**src/rtl/cic_comp_fir.sv**
```systemverilog
// -----------------------------------------------------------------------------
// cic_comp_fir
//   Decimate-by-2 compensation FIR placed after a CIC decimator. Each accepted
//   sample shifts into a TAPS-deep delay line. Every second accepted sample
//   triggers a MAC pass. The pass runs serially (one tap per clock) on a
//   snapshot of the delay line, so the line can keep filling while the pass
//   runs. The rounded result is saturated or wrapped to DATA_WIDTH.
//
//   Build option:
//     CIC_COMP_SAT_EN  defined   -> the rounded result saturates to DATA_WIDTH
//                      undefined -> the rounded result wraps (keeps its LSBs)
//
// Ports
//   clk          in   single clock, rising edge
//   reset        in   asynchronous, active-low reset
//   in_data      in   [DATA_WIDTH-1:0] signed sample from the CIC
//   in_valid     in   one-cycle strobe; in_data is taken when high
//   out_data     out  [DATA_WIDTH-1:0] compensated sample (held between strobes)
//   out_valid    out  one-cycle strobe for out_data
//   busy         out  high while a MAC pass is running
//   overrun      out  sticky: a trigger arrived while a pass was running
//   overrun_clr  in   synchronous clear for overrun
// -----------------------------------------------------------------------------
module cic_comp_fir #(
  parameter int DATA_WIDTH = 15,
  parameter int COEF_WIDTH = 16,
  parameter int TAPS       = 8,
  parameter logic [TAPS*COEF_WIDTH-1:0] COEFS = {
    -16'sd512, 16'sd1024, 16'sd4096, 16'sd12288,
    16'sd12288, 16'sd4096, 16'sd1024, -16'sd512
  }
) (
  input  logic                  clk,
  input  logic                  reset,
  input  logic [DATA_WIDTH-1:0] in_data,
  input  logic                  in_valid,
  output logic [DATA_WIDTH-1:0] out_data,
  output logic                  out_valid,
  output logic                  busy,
  output logic                  overrun,
  input  logic                  overrun_clr
);

  localparam int IDX_W  = (TAPS > 1) ? $clog2(TAPS) : 1;
  localparam int PROD_W = DATA_WIDTH + COEF_WIDTH;
  localparam int ACC_W  = DATA_WIDTH + COEF_WIDTH + $clog2(TAPS);
  // Width left after dropping the COEF_WIDTH-1 fractional bits.
  localparam int RND_W  = ACC_W - COEF_WIDTH + 1;
  localparam logic signed [ACC_W-1:0] HALF = ACC_W'(1) <<< (COEF_WIDTH - 2);

`ifdef CIC_COMP_SAT_EN
  localparam logic signed [RND_W-1:0] SAT_MAX = RND_W'((2 ** (DATA_WIDTH - 1)) - 1);
  localparam logic signed [RND_W-1:0] SAT_MIN = RND_W'(-(2 ** (DATA_WIDTH - 1)));
`endif

  // Round half up, then drop the fractional coefficient bits.
  function automatic logic signed [RND_W-1:0] f_round(input logic signed [ACC_W-1:0] a);
    return RND_W'((a + HALF) >>> (COEF_WIDTH - 1));
  endfunction

  // Reduce the rounded value to the output width.
  function automatic logic signed [DATA_WIDTH-1:0] f_reduce(input logic signed [RND_W-1:0] r);
`ifdef CIC_COMP_SAT_EN
    if (r > SAT_MAX) begin
      return DATA_WIDTH'(SAT_MAX);
    end else if (r < SAT_MIN) begin
      return DATA_WIDTH'(SAT_MIN);
    end else begin
      return DATA_WIDTH'(r);
    end
`else
    return DATA_WIDTH'(r);
`endif
  endfunction

  logic signed [DATA_WIDTH-1:0] r_dline [TAPS];
  logic signed [DATA_WIDTH-1:0] r_snap  [TAPS];
  logic signed [COEF_WIDTH-1:0] w_coef  [TAPS];

  logic                         r_phase;
  logic                         r_busy;
  logic                         r_last;
  logic [IDX_W-1:0]             r_idx;
  logic signed [ACC_W-1:0]      r_acc;
  logic signed [DATA_WIDTH-1:0] r_out;
  logic                         r_out_valid;
  logic                         r_overrun;

  logic                         w_trig;
  logic                         w_done;
  logic                         w_start;
  logic                         w_ovr_set;
  logic signed [PROD_W-1:0]     w_prod;
  logic signed [ACC_W-1:0]      w_prod_ext;

  for (genvar g = 0; g < TAPS; g++) begin : g_coef
    assign w_coef[g] = COEFS[g*COEF_WIDTH +: COEF_WIDTH];
  end

  assign w_trig    = in_valid & r_phase;
  // r_last marks the cycle after the final MAC: the result is written out and
  // the pass ends on this edge.
  assign w_done    = r_busy & r_last;
  // A trigger landing on the busy-clear edge starts the next pass directly.
  assign w_start   = w_trig & (~r_busy | w_done);
  assign w_ovr_set = w_trig & r_busy & ~w_done;

  assign w_prod     = PROD_W'(w_coef[r_idx]) * PROD_W'(r_snap[r_idx]);
  assign w_prod_ext = ACC_W'(w_prod);

  // Input stage: delay line and decimation phase
  always_ff @(posedge clk or negedge reset) begin
    if (!reset) begin
      for (int i = 0; i < TAPS; i++) r_dline[i] <= '0;
      r_phase <= 1'b0;
    end else if (in_valid) begin
      r_dline[0] <= in_data;
      for (int i = 1; i < TAPS; i++) r_dline[i] <= r_dline[i-1];
      r_phase <= ~r_phase;
    end
  end

  // Snapshot stage: capture the post-shift line so the MAC is isolated from
  // samples that arrive during the pass.
  always_ff @(posedge clk or negedge reset) begin
    if (!reset) begin
      for (int i = 0; i < TAPS; i++) r_snap[i] <= '0;
    end else if (w_start) begin
      r_snap[0] <= in_data;
      for (int i = 1; i < TAPS; i++) r_snap[i] <= r_dline[i-1];
    end
  end

  // MAC stage: one tap per clock, then round and reduce into the output register
  always_ff @(posedge clk or negedge reset) begin
    if (!reset) begin
      r_busy      <= 1'b0;
      r_last      <= 1'b0;
      r_idx       <= '0;
      r_acc       <= '0;
      r_out       <= '0;
      r_out_valid <= 1'b0;
    end else begin
      r_out_valid <= 1'b0;
      if (w_start) begin
        r_busy <= 1'b1;
        r_last <= 1'b0;
        r_idx  <= '0;
        r_acc  <= '0;
      end else if (w_done) begin
        r_busy <= 1'b0;
      end else if (r_busy) begin
        r_acc <= r_acc + w_prod_ext;
        if (r_idx == IDX_W'(TAPS - 1)) begin
          r_last <= 1'b1;
        end else begin
          r_idx <= r_idx + IDX_W'(1);
        end
      end
      if (w_done) begin
        r_out       <= f_reduce(f_round(r_acc));
        r_out_valid <= 1'b1;
      end
    end
  end

  // Overrun flag: a new event takes priority over a simultaneous clear.
  always_ff @(posedge clk or negedge reset) begin
    if (!reset) begin
      r_overrun <= 1'b0;
    end else if (w_ovr_set) begin
      r_overrun <= 1'b1;
    end else if (overrun_clr) begin
      r_overrun <= 1'b0;
    end
  end

  assign out_data  = r_out;
  assign out_valid = r_out_valid;
  assign busy      = r_busy;
  assign overrun   = r_overrun;

endmodule

```
**config.mk**
```make
export PLATFORM = sky130hd
export DESIGN_NAME = cic_comp_fir
export DESIGN_NICKNAME = d
export VERILOG_FILES = /design/src/rtl/cic_comp_fir.sv
export SDC_FILE = /design/constraint.sdc
export NUM_CORES = 1
export LEC_CHECK = 0
export CORE_ASPECT_RATIO = 1.75
export CORE_MARGIN = 2
export CORE_UTILIZATION = 50
export CTS_BUF_LIST = sky130_fd_sc_hd__clkbuf_4
export DETAILED_ROUTE_END_ITERATION = 16
export PLACE_DENSITY = 0.75
export SLEW_MARGIN = 10
export SYNTH_ARGS = -nofsm -noshare
export SYNTH_HDL_FRONTEND = slang
export SYNTH_SLANG_ARGS = --single-unit
```
**constraint.sdc**
```tcl
create_clock -name clk -period 12.4 [get_ports clk]
set_clock_uncertainty 0.2 [all_clocks]
set_input_delay 2.48 -clock clk [delete_from_list [all_inputs] [get_ports clk]]
set_output_delay 2.48 -clock clk [all_outputs]
set_load 0.01 [all_outputs]
```
# After elaboration in Yosys (flattened, before gate mapping)

Memory sizes are Yosys's and may differ from the RTL's.
Index checks and enable logic that the tools add are counted.
W data, S select, Z words.

Register bits after elaboration: 282
ROM bits: 128
Output and inout bits: 18
Word-level logic and storage cells: 70
Memories: 1

Add/sub/neg operators: 3
Multiply operators: 1
Order comparisons: 1
Eq/ne operators: 3
Mux-type cells: 21
Bitwise operators: 10
Reduce and logical (&&, ||, !) cells: 7

Memories:

| memory          | depth | width | read ports | clocked after Yosys merged registers in | write ports | RTL line | RTL |
|---|---|---|---|---|---|---|---|
| (no name shown) | 8     | 16    | 1          | 0                                       | 0           | 108      | `assign w_prod = PROD_W'(w_coef[r_idx]) * PROD_W'(r_snap[r_idx]);` |

Operators by type and width:

| cell                     | count |
|---|---|
| $mux W34                 | 3 |
| $bmux W15 S3             | 1 |
| $add A34 B31 Y34         | 1 |
| $mux W16                 | 2 |
| $mul A16 B15 Y31         | 1 |
| $add A30 B16 Y30 const B | 1 |
| $mux W15                 | 2 |
| $mux W3                  | 4 |
| $mux W1                  | 9 |
| $reduce_bool A2 Y1       | 4 |
| $reduce_and A3 Y1        | 2 |
| $and A1 B1 Y1            | 5 |
| $ge A4 B4 Y1 const B     | 1 |
| $not A3 Y4               | 1 |
| $add A3 B1 Y3 const B    | 1 |
| $eq A3 B3 Y1 const B     | 1 |
| $not A1 Y1               | 3 |
| $ne A2 B1 Y1 const B     | 1 |
| $ne A2 B2 Y1 const B     | 1 |
| $reduce_and A2 Y1        | 1 |
| $or A1 B1 Y1             | 1 |

# Depth between registers and ports, before layout

Gate-level depths: netlist of run 1.

Depth after elaboration: 9
Mapped depth: 28
Depth with buffers taken out: 24

# Least setup slack after synthesis of run 1

OpenSTA, ideal clock, no wires.

Kind: flip-flop to flip-flop
Start point: register r_idx[0]
End point: register r_acc[27]
Library setup time: 0.133 ns
Arrival: 6.785 ns
Slack: 5.282 ns
Stages on the path, launching flop included: 26
Path buffers: 4
Period minus slack after synthesis: 7.118 ns
Cells stage by stage: dfrtp_1 buf_6 buf_12 buf_6 inv_1 ha_1 mux2i_1 buf_2 or2_4 inv_2 fa_1 inv_1 fa_1 inv_1 fa_1 fa_1 fa_1 inv_1 fa_1 inv_1 ha_1 and2_4 a221o_1 o31a_1 o31ai_1 nand3_1

Longest elaborated chain between the ends: 9

RTL lines:

| what                                                                           | RTL line | RTL |
|---|---|---|
| start, declared                                                                | 83       | `logic [IDX_W-1:0] r_idx;` |
| start signal, assigned                                                         | 157      | `r_idx <= r_idx + IDX_W'(1);` |
| $not A3 Y4 (not written as such) *                                             | 108      |  |
| $mem_v2 Z8 W16 / $bmux W15 S3 (equally long branches)                          | -        |  |
| $mux W16 (not written as such) / $mux W15 (equally long branches) (2 in a row) | 108      |  |
| $mul A16 B15 Y31 *                                                             | 108      |  |
| $add A34 B31 Y34 *                                                             | 153      | `r_acc <= r_acc + w_prod_ext;` |
| $mux W34 *                                                                     | 152      | `end else if (r_busy) begin` |
| $mux W34 *                                                                     | 150      | `end else if (w_done) begin` |
| $mux W34 *                                                                     | 145      | `if (w_start) begin` |
| end signal, assigned                                                           | 153      |  |
| end, declared                                                                  | 84       | `logic signed [ACC_W-1:0] r_acc;` |

Mark *: on every way between the ends. The rest lies on a longest branch, timed or not. The select of a mux whose other input is x is not followed.
A chain may end at the register's enable or synchronous reset.

# Worst setup path in the final report of run 1

Start point: register r_idx[0]
End point: register r_acc[29]

The elaborated chain is that of the path after synthesis.

==> metrics.cfg, run 1 <==
[sta]
final.min_clock_period_ps = 8420
final_max_slew_viol_count = 0
tightest_slew_ps = 1080
min_period_over_period_pct = 67.9
max_freq_ghz = 0.119
final.setup.tns_ps = 0
final.hold.worst_slack_ps = 281
setup_viol = 0
slew_headroom_pct = 26.3
rsz0062_at_grt = false
hold_viol_final = 0

[global_route]
antenna_found_initial = 1
grt_overflow_total = 0
grt_pass1_vias = 10800
grt_pass1_wl_um = 52800
grt_max_degree = 116
grt_usage_pct = 18.9

[drt]
num_vias = 9680
drtIter0Drc = 353
vias_per_cell = 5.38
drt-total-wl_um = 30600
drt-pass1-iter-count = 4
ant_nets = 0
drc = 0
wire_per_inst_um = 17.0

[clock_network]
cts_buffers = 60
clockBufferDepth = 3
cts.clk_slew.worst_paths_ps = 80
hold_buffers = 0
cts_tree = built
ctsResizeCount = 0
clk_latency_ps = 760
htree_num_levels = 2
ctsRootBufferMaster = clkbuf_4
postCtsSetupBuffers = 0
cts_sinks = 269

[yosys]
syn-instance-count = 1290
netlist.area_leader.share_pct = 40.3
synth_fp_nets = 1518
synth_common_cells = 269 x dfrtp_1, 231 x mux2_2, 188 x inv_1
yosys_most_used_dff = dfrtp_1
avgSynthCellArea_sq_um = 13.0
async_flop_share_pct = 100
yosysWarningCount = 0
synth_top_area_cell = dfrtp_1
synth_most_common_cell = dfrtp_1
synth_area_sq_um = 16700
ys_seq_area_share_pct = 40.3
ys_ff_latch = 269
synth-edff-count = 0
yosys-top-cells-area = dfrtp_1 40%, mux2_2 16%, fa_1 15%
synth.distinct_cells = 67

[setup_path]
endpoint = r_acc[29]$_DFFE_PN0P_
arrival_ps = 8780
reg2regPathDepth = 21
r2r_end = r_acc[29]$_DFFE_PN0P_
end_kind = flop
startpoint_type = flop
crit_fanout = 28
cp-startpoint = r_idx[0]$_DFFE_PN0P_
required_ps = 12760
r2r-start = r_idx[0]$_DFFE_PN0P_
reg2reg_slack_ps = 3980
crit_type = reg -> reg

[floorplan]
ios = 37
die_w_um = 142
die_h_um = 246
dieArea_sq_um = 34900
core_area_sq_um = 32900
floorplan.initialDensity_pct = 50.7
num_rows = 88

[placement]
dp_hpwl_um = 22600
port_buffers = 36
routabilityCongestion = 0.909

[cells_and_area]
nets = 1577
areaGrowthSynthToFinish_pct = 8.84
fillers = 2712
multi_input_comb_area_sq_um = 8970
drive_above_1_share_pct = 29.7
regArea_sq_um = 6740

[flow_run]
cap_violations = 0

[min_path]
holdCritPathClass = reg -> reg

[status]
outcome = finished clean

sequential cells by signal, indices dropped and copies added, names as in the netlist:
register	count
r_phase	1
r_dline	105
r_idx	3
r_acc	21
out_valid	1
busy	1
r_last	1
out_data	15
overrun	1
r_snap	120
cells by family after synthesis:
family                     synth area share (%)
AOI/OAI and AO/OA                          3.71
xor gates and xnor gates                   2.40
adders and majority gates                  21.4
buffers and inverters                      6.06
DFF                                        40.3
muxes                                      21.4
and+or+nand+nor                            4.73
per-layer routing:
layer	track usage [%]	routed length (um)	up-vias
met4	8.68	1080	0
met5	0	0	-
li1	-	-	4451
met3	2.77	889	84
met2	35.7	17000	173
met1	20.5	11700	4972
cell type report:
type / count / share of cell area, %
clock inverters: 9 / 0.385
inverters: 197 / 4.07
diodes: 1 / 0.0138
clock buffers: 96 / 3.96
repair buffers: 46 / 2.41
multi-input cells: 775 / 49.3
flip-flops and latches: 269 / 37.0
well taps: 405 / 2.79
layout by cell type, fill, tap and decap left out, types with 6 or more instances in the layout:
| cell | count |
|---|---|
| mux2_2 | 231 |
| dfrtp_1 | 266 |
| nand2b_1 | 12 |
| buf_4 | 11 |
| inv_2 | 9 |
| ha_1 | 81 |
| fa_1 | 128 |
| nand2_1 | 22 |
| inv_1 | 188 |
| or2_1 | 9 |
| xnor2_1 | 23 |
| nand3_1 | 13 |
| mux4_2 | 30 |
| clkdlybuf4s50_1 | 34 |
| mux2i_1 | 6 |
| clkbuf_4 | 96 |
| xor2_1 | 15 |
| a21oi_1 | 28 |
| o21ai_0 | 16 |
| a22o_1 | 8 |
| clkinv_1 | 6 |
| nor2_1 | 62 |
| mux2i_4 | 10 |
worst max-delay path, stage by stage, from the launching register on:
cell       delay, ps
dfrtp_2          500
buf_4            530
inv_1            140
ha_1             240
mux2i_1          800
nor2_1           340
fa_1             660
inv_1             90
fa_1             620
inv_1            250
fa_1             620
fa_1             440
fa_1             540
inv_1             50
fa_1             520
inv_1             40
ha_1             360
a21oi_1          280
o21ai_0          180
a2111oi_0        570
a211o_1          210
nand3_1           70
per-stage QoR:
step,std cells,worst slack [ps],utilization [%],area [sq um]
6_report,1798,3980,55.2,18200
5_1_grt,1798,3390,55.2,18200
4_1_cts,1797,3910,55.2,18200
3_5_place_dp,1692,3940,52.8,17400
3_3_place_gp,1692,4190,52.8,17400
2_1_floorplan,1290,5280,-,16700
how the worst min path moves through the flow:
stage                                  end  cells past startpoint                    start
floorplan            r_acc[12]$_DFFE_PN0P_                      2    r_acc[12]$_DFFE_PN0P_
global placement    r_snap[75]$_DFFE_PN0P_                      1   r_snap[75]$_DFFE_PN0P_
detailed placement     r_phase$_DFFE_PN0P_                      1      r_phase$_DFFE_PN0P_
CTS                  r_snap[3]$_DFFE_PN0P_                      1  r_dline[18]$_DFFE_PN0P_
global route        r_snap[25]$_DFFE_PN0P_                      1   r_snap[25]$_DFFE_PN0P_
finish               r_snap[3]$_DFFE_PN0P_                      1  r_dline[18]$_DFFE_PN0P_
Power of run 1 is not shown: default switching activity piles up to over one toggle a cycle in this logic, so the estimate is an artifact.
==> inputs of run 2 (changes only) <==
==> constraint.sdc (replaced) <==
create_clock -name clk -period 7.8 [get_ports clk]
set_clock_uncertainty 0.2 [all_clocks]
set_input_delay 1.56 -clock clk [delete_from_list [all_inputs] [get_ports clk]]
set_output_delay 1.56 -clock clk [all_outputs]
set_load 0.01 [all_outputs]
==> run 2 against run 1 <==
Final cell count up 0.72%. Setup slack worse by 3600 ps. First-iteration DRC count grew 20%. Design area rose by 0.69%. Sequential cell count did not move. Global-route usage down 0.089 points. Non-clock buffer count up 12. Highest routed layer unchanged.
==> metrics.cfg, run 2 (same netlist as run 1, synthesis figures left out) <==
[setup_path]
crit_type = reg -> reg  ; unchanged
crit_fanout = 6  ; was 28
arrival_ps = 7860  ; was 8780 ps
end_kind = flop  ; unchanged
reg2regPathDepth = 20  ; was 21
r2r-start = r_idx[0]$_DFFE_PN0P_  ; unchanged
required_ps = 8200  ; was 12760 ps
r2r_end = r_acc[25]$_DFFE_PN0P_  ; was r_acc[29]$_DFFE_PN0P_
startpoint_type = flop  ; unchanged
reg2reg_slack_ps = 350  ; was 3980 ps

[sta]
final.min_clock_period_ps = 7450  ; was 8420 ps
slew_headroom_pct = 32.5  ; was 26.3%
final_max_slew_viol_count = 0  ; unchanged
max_freq_ghz = 0.134  ; was 0.119 GHz
final.setup.tns_ps = 0  ; unchanged
tightest_slew_ps = 1010  ; was 1080 ps
setup_viol = 0  ; unchanged
rsz0062_at_grt = false  ; unchanged
hold_viol_final = 0  ; unchanged
min_period_over_period_pct = 95.6  ; was 67.9%

[placement]
dp_hpwl_um = 22900  ; was 22600 um
port_buffers = 36  ; unchanged
routabilityCongestion = 0.868  ; was 0.909

[clock_network]
cts.clk_slew.worst_paths_ps = 70  ; was 80 ps
cts_buffers = 60  ; unchanged
clk_latency_ps = 730  ; was 760 ps
ctsRootBufferMaster = clkbuf_4  ; unchanged
htree_num_levels = 2  ; unchanged
clockBufferDepth = 3  ; unchanged
cts_sinks = 269  ; unchanged
cts_tree = built  ; unchanged

[floorplan]
num_rows = 88  ; unchanged
die_h_um = 246  ; unchanged
ios = 37  ; unchanged
core_area_sq_um = 32900  ; unchanged
dieArea_sq_um = 34900  ; unchanged
floorplan.initialDensity_pct = 50.7  ; unchanged
die_w_um = 142  ; unchanged

[global_route]
antenna_found_initial = 1  ; unchanged
grt_pass1_wl_um = 52700  ; was 52800 um
grt_pass1_vias = 10900  ; was 10800
grt_max_degree = 181  ; was 116
grt_overflow_total = 0  ; unchanged
grt_usage_pct = 18.8  ; was 18.9%

[min_path]
hold-path-endpoint = r_snap[0]$_DFFE_PN0P_  ; was r_snap[3]$_DFFE_PN0P_
whs_path_depth = 1  ; unchanged
holdCritPathClass = reg -> reg  ; unchanged
hold_start = r_dline[15]$_DFFE_PN0P_  ; was r_dline[18]$_DFFE_PN0P_

[drt]
drtIter0Drc = 425  ; was 353
drt-pass1-iter-count = 4  ; unchanged
wire_per_inst_um = 16.8  ; was 17.0 um
drc = 0  ; unchanged
num_vias = 9675  ; was 9680
vias_per_cell = 5.34  ; was 5.38
ant_nets = 0  ; unchanged
drt-total-wl_um = 30500  ; was 30600 um

[cells_and_area]
fillers = 2658  ; was 2712
largest_reg_flops = 120  ; unchanged
reg_top3 = r_snap x120, r_dline x105, r_acc x21  ; unchanged
drive_above_1_share_pct = 30.1  ; was 29.7%
layout_commonest_cell = dfrtp_1  ; unchanged
regArea_sq_um = 6740  ; about the same
largest-register = r_snap  ; unchanged
multi_input_comb_area_sq_um = 8980  ; was 8970 sq um
nets = 1589  ; was 1577
areaGrowthSynthToFinish_pct = 9.59  ; was 8.84%
layout_common_cells = 266 x dfrtp_1, 231 x mux2_2, 187 x inv_1  ; was 266 x dfrtp_1, 231 x mux2_2, 188 x inv_1

[flow_run]
cap_violations = 0  ; unchanged

[status]
outcome = finished clean  ; unchanged

-- run 2: changes by cell type in the layout (fill, tap and decap cells not counted), moves of 2 or more --
cell	delta
buf_12	+3
buf_4	+9
clkbuf_4	-9
clkinv_1	+7
clkinv_2	+3
dfrtp_2	-2
dfrtp_4	+2
mux2i_1	-2
mux2i_2	+2
-- run 2: worst max path at each step --
| stage | startpoint | end | slack, ps | cells past startpoint |
|---|---|---|---|---|
| CTS | r_idx[0]$_DFFE_PN0P_ | r_acc[25]$_DFFE_PN0P_ | 250 | 20 |
| global route | r_idx[0]$_DFFE_PN0P_ | r_acc[26]$_DFFE_PN0P_ | 4 | 21 |
| global placement | r_idx[0]$_DFFE_PN0P_ | r_acc[27]$_DFFE_PN0P_ | 380 | 20 |
| floorplan | r_idx[0]$_DFFE_PN0P_ | r_acc[27]$_DFFE_PN0P_ | 680 | 25 |
| finish | r_idx[0]$_DFFE_PN0P_ | r_acc[25]$_DFFE_PN0P_ | 350 | 20 |
| detailed placement | r_idx[0]$_DFFE_PN0P_ | r_acc[25]$_DFFE_PN0P_ | 230 | 20 |
-- run 2: per-layer routing --
layer	share of wire (%)	global-route usage, %	vias up
li1	-	-	4473
met1	39	20.8	4986
met2	55	35.2	148
met3	2.5	2.78	68
met4	3.4	8.26	0
met5	0	0	-
-- run 2: per-stage QoR --
stage          worst slack [ps]  hold slack (ps)  util [%]  cells  instance area (sq um)
5_1_grt                    4.10              313      55.6   1811                  18300
3_5_place_dp                233              290      53.2   1702                  17500
4_1_cts                     247              305      55.5   1808                  18300
3_3_place_gp                384              279      53.2   1702                  17500
2_1_floorplan               682              256         -   1290                  16700
6_report                    345              297      55.6   1811                  18300
-- run 2: layout make-up --
cell class,count,share of cell area [%]
inverter,197,4.06
tap,405,2.77
timing repair buffer,58,3.09
clock buffer,87,3.57
clock inverter,19,0.608
antenna,1,0.0137
multi-input combinational,775,49.1
sequential,269,36.8
-- run 2: critical path, stage by stage, from the launching register on --
cell        delay [ps]
dfrtp_4            450
buf_4              200
mux4_2             540
mux2_2             320
and2_4             200
fa_1               560
inv_1              150
fa_1               630
clkinvlp_4         260
fa_1               600
fa_1               440
fa_1               540
inv_1               50
fa_1               530
inv_1               40
ha_1               350
and2_4             170
a221o_1            430
o31a_1             370
nor4_2             210
a311oi_1            90
-- run 2: what timing repair did --
item | in CTS | in global routing
resized for setup | 0 | 7
endpoints found under the setup margin | 0 | 6
buffers inserted | 0 | 2
hold endpoints to repair | 0 | 0
hold buffers | 0 | 0
Power of run 2 is left out for the same reason.
